`src/rtl/serial_frame_pkg.sv`:
```
// Shared types and helpers for the framed serial transmitter.
package serial_frame_pkg;

  localparam int DATA_W = 8;

  typedef enum logic [2:0] {
    IDLE   = 3'd0,
    START  = 3'd1,
    DATA   = 3'd2,
    PARITY = 3'd3,
    STOP   = 3'd4
  } state_e;

  // Frame length in clocks: start + 8 data + optional parity + stop.
  function automatic int frame_clks(input int clks_per_bit, input int parity_en);
    return (10 + parity_en) * clks_per_bit;
  endfunction

  function automatic logic calc_parity(input logic [DATA_W-1:0] word, input logic odd);
    return (^word) ^ odd;
  endfunction

endpackage

```
`src/rtl/serial_frame_tx_bit_timer.sv`:
```
// Per-bit clock divider: counts 0..CLKS_PER_BIT-1 and flags the wrap clock.
module bit_timer #(
  parameter int CLKS_PER_BIT = 4
) (
  input  logic clk,
  input  logic reset,
  input  logic clear,
  output logic tick
);

  localparam logic [7:0] LAST = 8'(CLKS_PER_BIT - 1);

  logic [7:0] count_r;

  // Bit-period counter, held at zero while cleared.
  always_ff @(posedge clk) begin
    if (reset || clear) begin
      count_r <= 8'd0;
    end else if (count_r == LAST) begin
      count_r <= 8'd0;
    end else begin
      count_r <= count_r + 8'd1;
    end
  end

  assign tick = (count_r == LAST);

endmodule

```
`src/rtl/serial_frame_tx.sv`:
```
// Framed serial transmitter: start bit, 8 data bits (LSB or MSB first),
// optional parity, stop bit; each bit held CLKS_PER_BIT clocks.
module serial_frame_tx
  import serial_frame_pkg::*;
#(
  parameter int CLKS_PER_BIT = 4,
  parameter int PARITY_EN    = 1,
  parameter int PARITY_ODD   = 0
) (
  input  logic              clk,
  input  logic              reset,
  input  logic              data_valid,
  output logic              data_ready,
  input  logic [DATA_W-1:0] data,
  input  logic              msb_first,
  output logic              tx,
  output logic              busy,
  output logic              frame_done
);

  state_e            state_r, state_s;
  logic [DATA_W-1:0] data_r, data_s;
  logic              msb_r, msb_s;
  logic [2:0]        bit_idx_r, bit_idx_s;
  logic              tx_r, tx_s;
  logic              tick_s;
  logic              clear_s;

  // Timer is held cleared in IDLE so the start bit gets a full period.
  assign clear_s = (state_r == IDLE);

  bit_timer #(.CLKS_PER_BIT(CLKS_PER_BIT)) u_bit_timer (
    .clk   (clk),
    .reset (reset),
    .clear (clear_s),
    .tick  (tick_s)
  );

  // Next-state, capture and bit-index logic.
  always_comb begin
    state_s   = state_r;
    data_s    = data_r;
    msb_s     = msb_r;
    bit_idx_s = bit_idx_r;
    case (state_r)
      IDLE: begin
        if (data_valid) begin
          state_s   = START;
          data_s    = data;
          msb_s     = msb_first;
          bit_idx_s = 3'd0;
        end else begin
          state_s = IDLE;
        end
      end
      START: begin
        if (tick_s) state_s = DATA;
        else        state_s = START;
      end
      DATA: begin
        if (tick_s) begin
          if (bit_idx_r == 3'd7) begin
            bit_idx_s = 3'd0;
            state_s   = (PARITY_EN != 0) ? PARITY : STOP;
          end else begin
            bit_idx_s = bit_idx_r + 3'd1;
          end
        end else begin
          state_s = DATA;
        end
      end
      PARITY: begin
        if (tick_s) state_s = STOP;
        else        state_s = PARITY;
      end
      STOP: begin
        if (tick_s) state_s = IDLE;
        else        state_s = STOP;
      end
      default: state_s = IDLE;
    endcase
  end

  // Line level for the upcoming clock, decoded from next state so tx stays registered.
  always_comb begin
    tx_s = 1'b1;
    case (state_s)
      IDLE:    tx_s = 1'b1;
      START:   tx_s = 1'b0;
      DATA:    tx_s = msb_s ? data_s[3'd7 - bit_idx_s] : data_s[bit_idx_s];
      PARITY:  tx_s = calc_parity(data_s, (PARITY_ODD != 0));
      STOP:    tx_s = 1'b1;
      default: tx_s = 1'b1;
    endcase
  end

  // State, capture and line registers.
  always_ff @(posedge clk) begin
    if (reset) begin
      state_r   <= IDLE;
      data_r    <= '0;
      msb_r     <= 1'b0;
      bit_idx_r <= 3'd0;
      tx_r      <= 1'b1;
    end else begin
      state_r   <= state_s;
      data_r    <= data_s;
      msb_r     <= msb_s;
      bit_idx_r <= bit_idx_s;
      tx_r      <= tx_s;
    end
  end

  assign tx         = tx_r;
  assign data_ready = (state_r == IDLE);
  assign busy       = (state_r != IDLE);
  assign frame_done = (state_r == STOP) && tick_s;

endmodule

```
`config.mk`:
```
export PLATFORM = sky130hd
export DESIGN_NAME = serial_frame_tx
export DESIGN_NICKNAME = d
export VERILOG_FILES = /design/src/rtl/serial_frame_pkg.sv /design/src/rtl/serial_frame_tx_bit_timer.sv /design/src/rtl/serial_frame_tx.sv
export SDC_FILE = /design/constraint.sdc
export NUM_CORES = 1
export LEC_CHECK = 0
export ABC_AREA = 1
export BUFFER_PORTS_ARGS = -buffer_cell sky130_fd_sc_hd__buf_2
export CORE_MARGIN = 2
export CORE_UTILIZATION = 55
export CTS_CLUSTER_SIZE = 30
export DETAILED_ROUTE_END_ITERATION = 12
export PLACE_DENSITY = 0.75
export SLEW_MARGIN = 20
export SYNTH_ARGS = -nofsm -noshare
export SYNTH_HDL_FRONTEND = slang
export SYNTH_SLANG_ARGS = --single-unit
```
`constraint.sdc`:
```
create_clock -name clk -period 5.05 [get_ports clk]
set_input_delay 0.2525 -clock clk [delete_from_list [all_inputs] [get_ports clk]]
set_output_delay 0.2525 -clock clk [all_outputs]
set_load 0.02 [all_outputs]
```
==> impl_results.md <==
* Vias in the first global route at 1241
* Vias per Instance at approximately 5.3
* Synth area leaders: dfxtp_1 32%, nand2_1 10%, nand3_1 9.8%
* Commonest cells post-synth: 41 x nand2_1, 29 x inv_1, 29 x nand3_1
* Initial DRC count at 58
* Data required time at the worst endpoint at ~5.3 ns
* Largest net degree at the start of global routing at 15
* I/O pin count at 16
* Clock slew at reported path FFs at approximately 0.14 ns
* VDD IR max at around 0.00025 V
* XOR/XNOR Fraction of Synth Area at under 10%
* Crit path DAT at 2.35 ns
* Critical path peak fanout at 10
* R2R depth at 11
* Worst path slowest cell: dfxtp_1
* GRT Util Overall at 21.1%
* Post-Synth Simple-Gate Area at a little over 40%
* Met3 Track Usage GR at between 2 and 3%
* Slew Limit Fails at 0
* Number of synthesized flops with an enable pin at 0
* Kind of critical path: reg2reg
* Syn Nets at 225
* Mean Syn Cell Area at around 7.0 um2
* Seq cells post-synth at 24
* Critical path endpoint category: flip-flop
* Die X at 55.9 um
* CORE AREA at about 0.0025 mm2
* Maxcap violations at 0
* Final core occ at 64.2%
* Hold-fix buffers at CTS at 0
* Synth Cell Area at 0.00148 mm2
* Die span in y at around 56 um
* Max_slew headroom at 74.2%
* Final Critical Period at between 2 and 2.5 ns
* CP Cell Sequence: ha_1 > ha_1 > nor3_1 > nand3b_1 > nand2_2 > nand2_1 > nand3_1 > nand3_1 > nand3b_1 > nand3_1 > nand3_1
* Setup TNS at 0 ns
* Clk buf depth at 2
* Finished Cell Area at ~0.0016 mm2
* Antenna-violating nets left at 0
* Routability Congestion at 0.840
* Final hold viol count at 0
* Reg2Reg Setup Slack at about 3 ns
* Area Growth Syn to Fin at 9.56%
* Top_reg_cell synth: dfxtp_1
* GRT busiest layer: met2
* RR Startpoint: bit_idx_r[0]
* DR DRC count at 0
* Ys Warns at 0
* H-tree levels at 1
* CTS Buf Count at 3
* Fin Hold WS at about 0.18 ns
* Post-synthesis mux area share at less than 1%
* Per-cell routed wire length at about 12 um
* I/O Buffers at 15
* Worst Setup EP: tx
* Global-route wire length before repair at 5.30 mm
* Leak pwr at roughly 0.74 nW
* Leading area contributor after synthesis: dfxtp_1
* Worst setup margin at between 2 and 3 ns
* Synth Area in Adders at 2.54%
* Postcts setup bufs at 0
* Most used cell, CP: nand3_1
* Fmax at approximately 480 MHz
* TritonCTS clock tree: built
* Crit path from: bit_idx_r[0]
* Seq/Total Area, Yosys at 32.5%
* GRT overflow at 0
* Final setup viols at 0
* Die area at between 0.003 and 0.004 mm2
* Post-CTS resize count at 0
* Yosys cell types at 30
* Fraction of layout cells with a size suffix above 1 at between 15 and 20%
* CP peak stage delay at between 0.3 and 0.4 ns
* Placed Area at approximately 0.0016 mm2
* Cell Pwr Density at 262 mW/mm2
* Final Skew at ~0.0095 ns
* Synth Area in Compound Gates at 7.53%
* First-pass DRT Iterations at 4
* Dpl cells at around 250
* HP Class: in2reg
* RSZ-0062 raised after global routing: no
* Crit Reg-Reg Endpoint: tx
* Share of the synthesized area in the top cell type at approximately a third
* Nets at ~240
* Post-synth ARST share at 0%
* Largest family of logic cells by synthesized area: simple AND/OR/NAND/NOR gates
* Most frequent cell after synthesis: nand2_1
* N_diodes at 0
* Final cell count without fillers at roughly 260
* Worst slack, placed at about 3.1 ns
* Overall routed net length at 3.07 mm
* Period utilisation layout at between 40 and 50%
* Clock Latency Late Sink at about 0.33 ns
* Post-DP HPWL at 2.38 mm
* Initial antenna violation count at 0
* Routing usage on met2 at a little over a third
* Pwr Total at 0.425 mW
* Worst-margin pin slew at 0.383 ns
* Post-Syn Instances at 210
* Row count at 18
* Startpoint Class: flip-flop
* Root buf cell: clkbuf_4
* Vias at 1350
* Met1 Track Usage GR at between 20% and 30%
* Status: finished, final reports clean
* Starting Density at about three fifths
* Sink Count at 24
routing by layer:
layer	vias up	wire length (um)	part of all wire [%]
met3	5	140	4.6
met2	38	1430	47
met5	-	0	0
li1	707	-	-
met4	0	46	1.5
met1	600	1450	47
area by class of cell:
cell class | instances | area [um2]
Clock buffer | 3 | 22.5
Clock inverter | 1 | 30.0
Fill cell | 249 | 902
Inverter | 30 | 113
Multi-Input combinational cell | 154 | 862
Sequential cell | 24 | 480
Tap cell | 30 | 37.5
Timing Repair Buffer | 15 | 75.1
flip-flops by register name (all words and copies together), names as in the netlist:
register	count
msb_r	1
bit_idx_r	3
tx	1
state_r	3
u_bit_timer.count_r	8
data_r	8
power by group:
| part | internal [mW] | switching (mW) |
|---|---|---|
| Clock | 0.0804 | 0.0629 |
| Combinational | 0.0332 | 0.0503 |
| Sequential | 0.196 | 0.00245 |
critical path: cells and delay by family (launching register included):
family	cells	cell delay [ns]
fa+ha+maj	2	0.39
simple gates	9	1.25
flops	1	0.36
cells in the final DEF (no fill, tap or decap), drive strengths merged:
| master | n |
|---|---|
| nand4 | 1 |
| clkbuf | 3 |
| a211oi | 1 |
| mux2i | 1 |
| a21oi | 12 |
| dfxtp | 24 |
| nand2 | 54 |
| nor2 | 24 |
| bufinv | 1 |
| nand3 | 30 |
| xor2 | 4 |
| inv | 30 |
| buf | 15 |
| o211ai | 1 |
| o221ai | 1 |
| nor4 | 2 |
| nand3b | 2 |
| ha | 3 |
| nor3b | 2 |
| o21ai | 4 |
| xnor2 | 4 |
| nor3 | 8 |
cell families (layout without fill, tap and decap cells):
kind of cell	Yosys count	count (layout)
simple gates	123	123
mux	1	1
flops	24	24
fa+ha+maj	3	3
xor+xnor	8	8
compound gates	19	19
buf+inv	32	49
worst min path at each step:
| stage | startpoint | end | slack [ns] | depth (start not counted) |
|---|---|---|---|---|
| after CTS | data[2] | data_r[2] | 0.18 | 3 |
| after global routing | data[2] | data_r[2] | 0.19 | 3 |
| after floorplan | reset | data_r[2] | 0.32 | 1 |
| after global placement | u_bit_timer.count_r[0] | u_bit_timer.count_r[0] | 0.43 | 1 |
| after detailed placement | u_bit_timer.count_r[0] | u_bit_timer.count_r[0] | 0.44 | 1 |
| final | data[2] | data_r[2] | 0.18 | 3 |
Note: power is estimated with default switching activity, not from simulation.
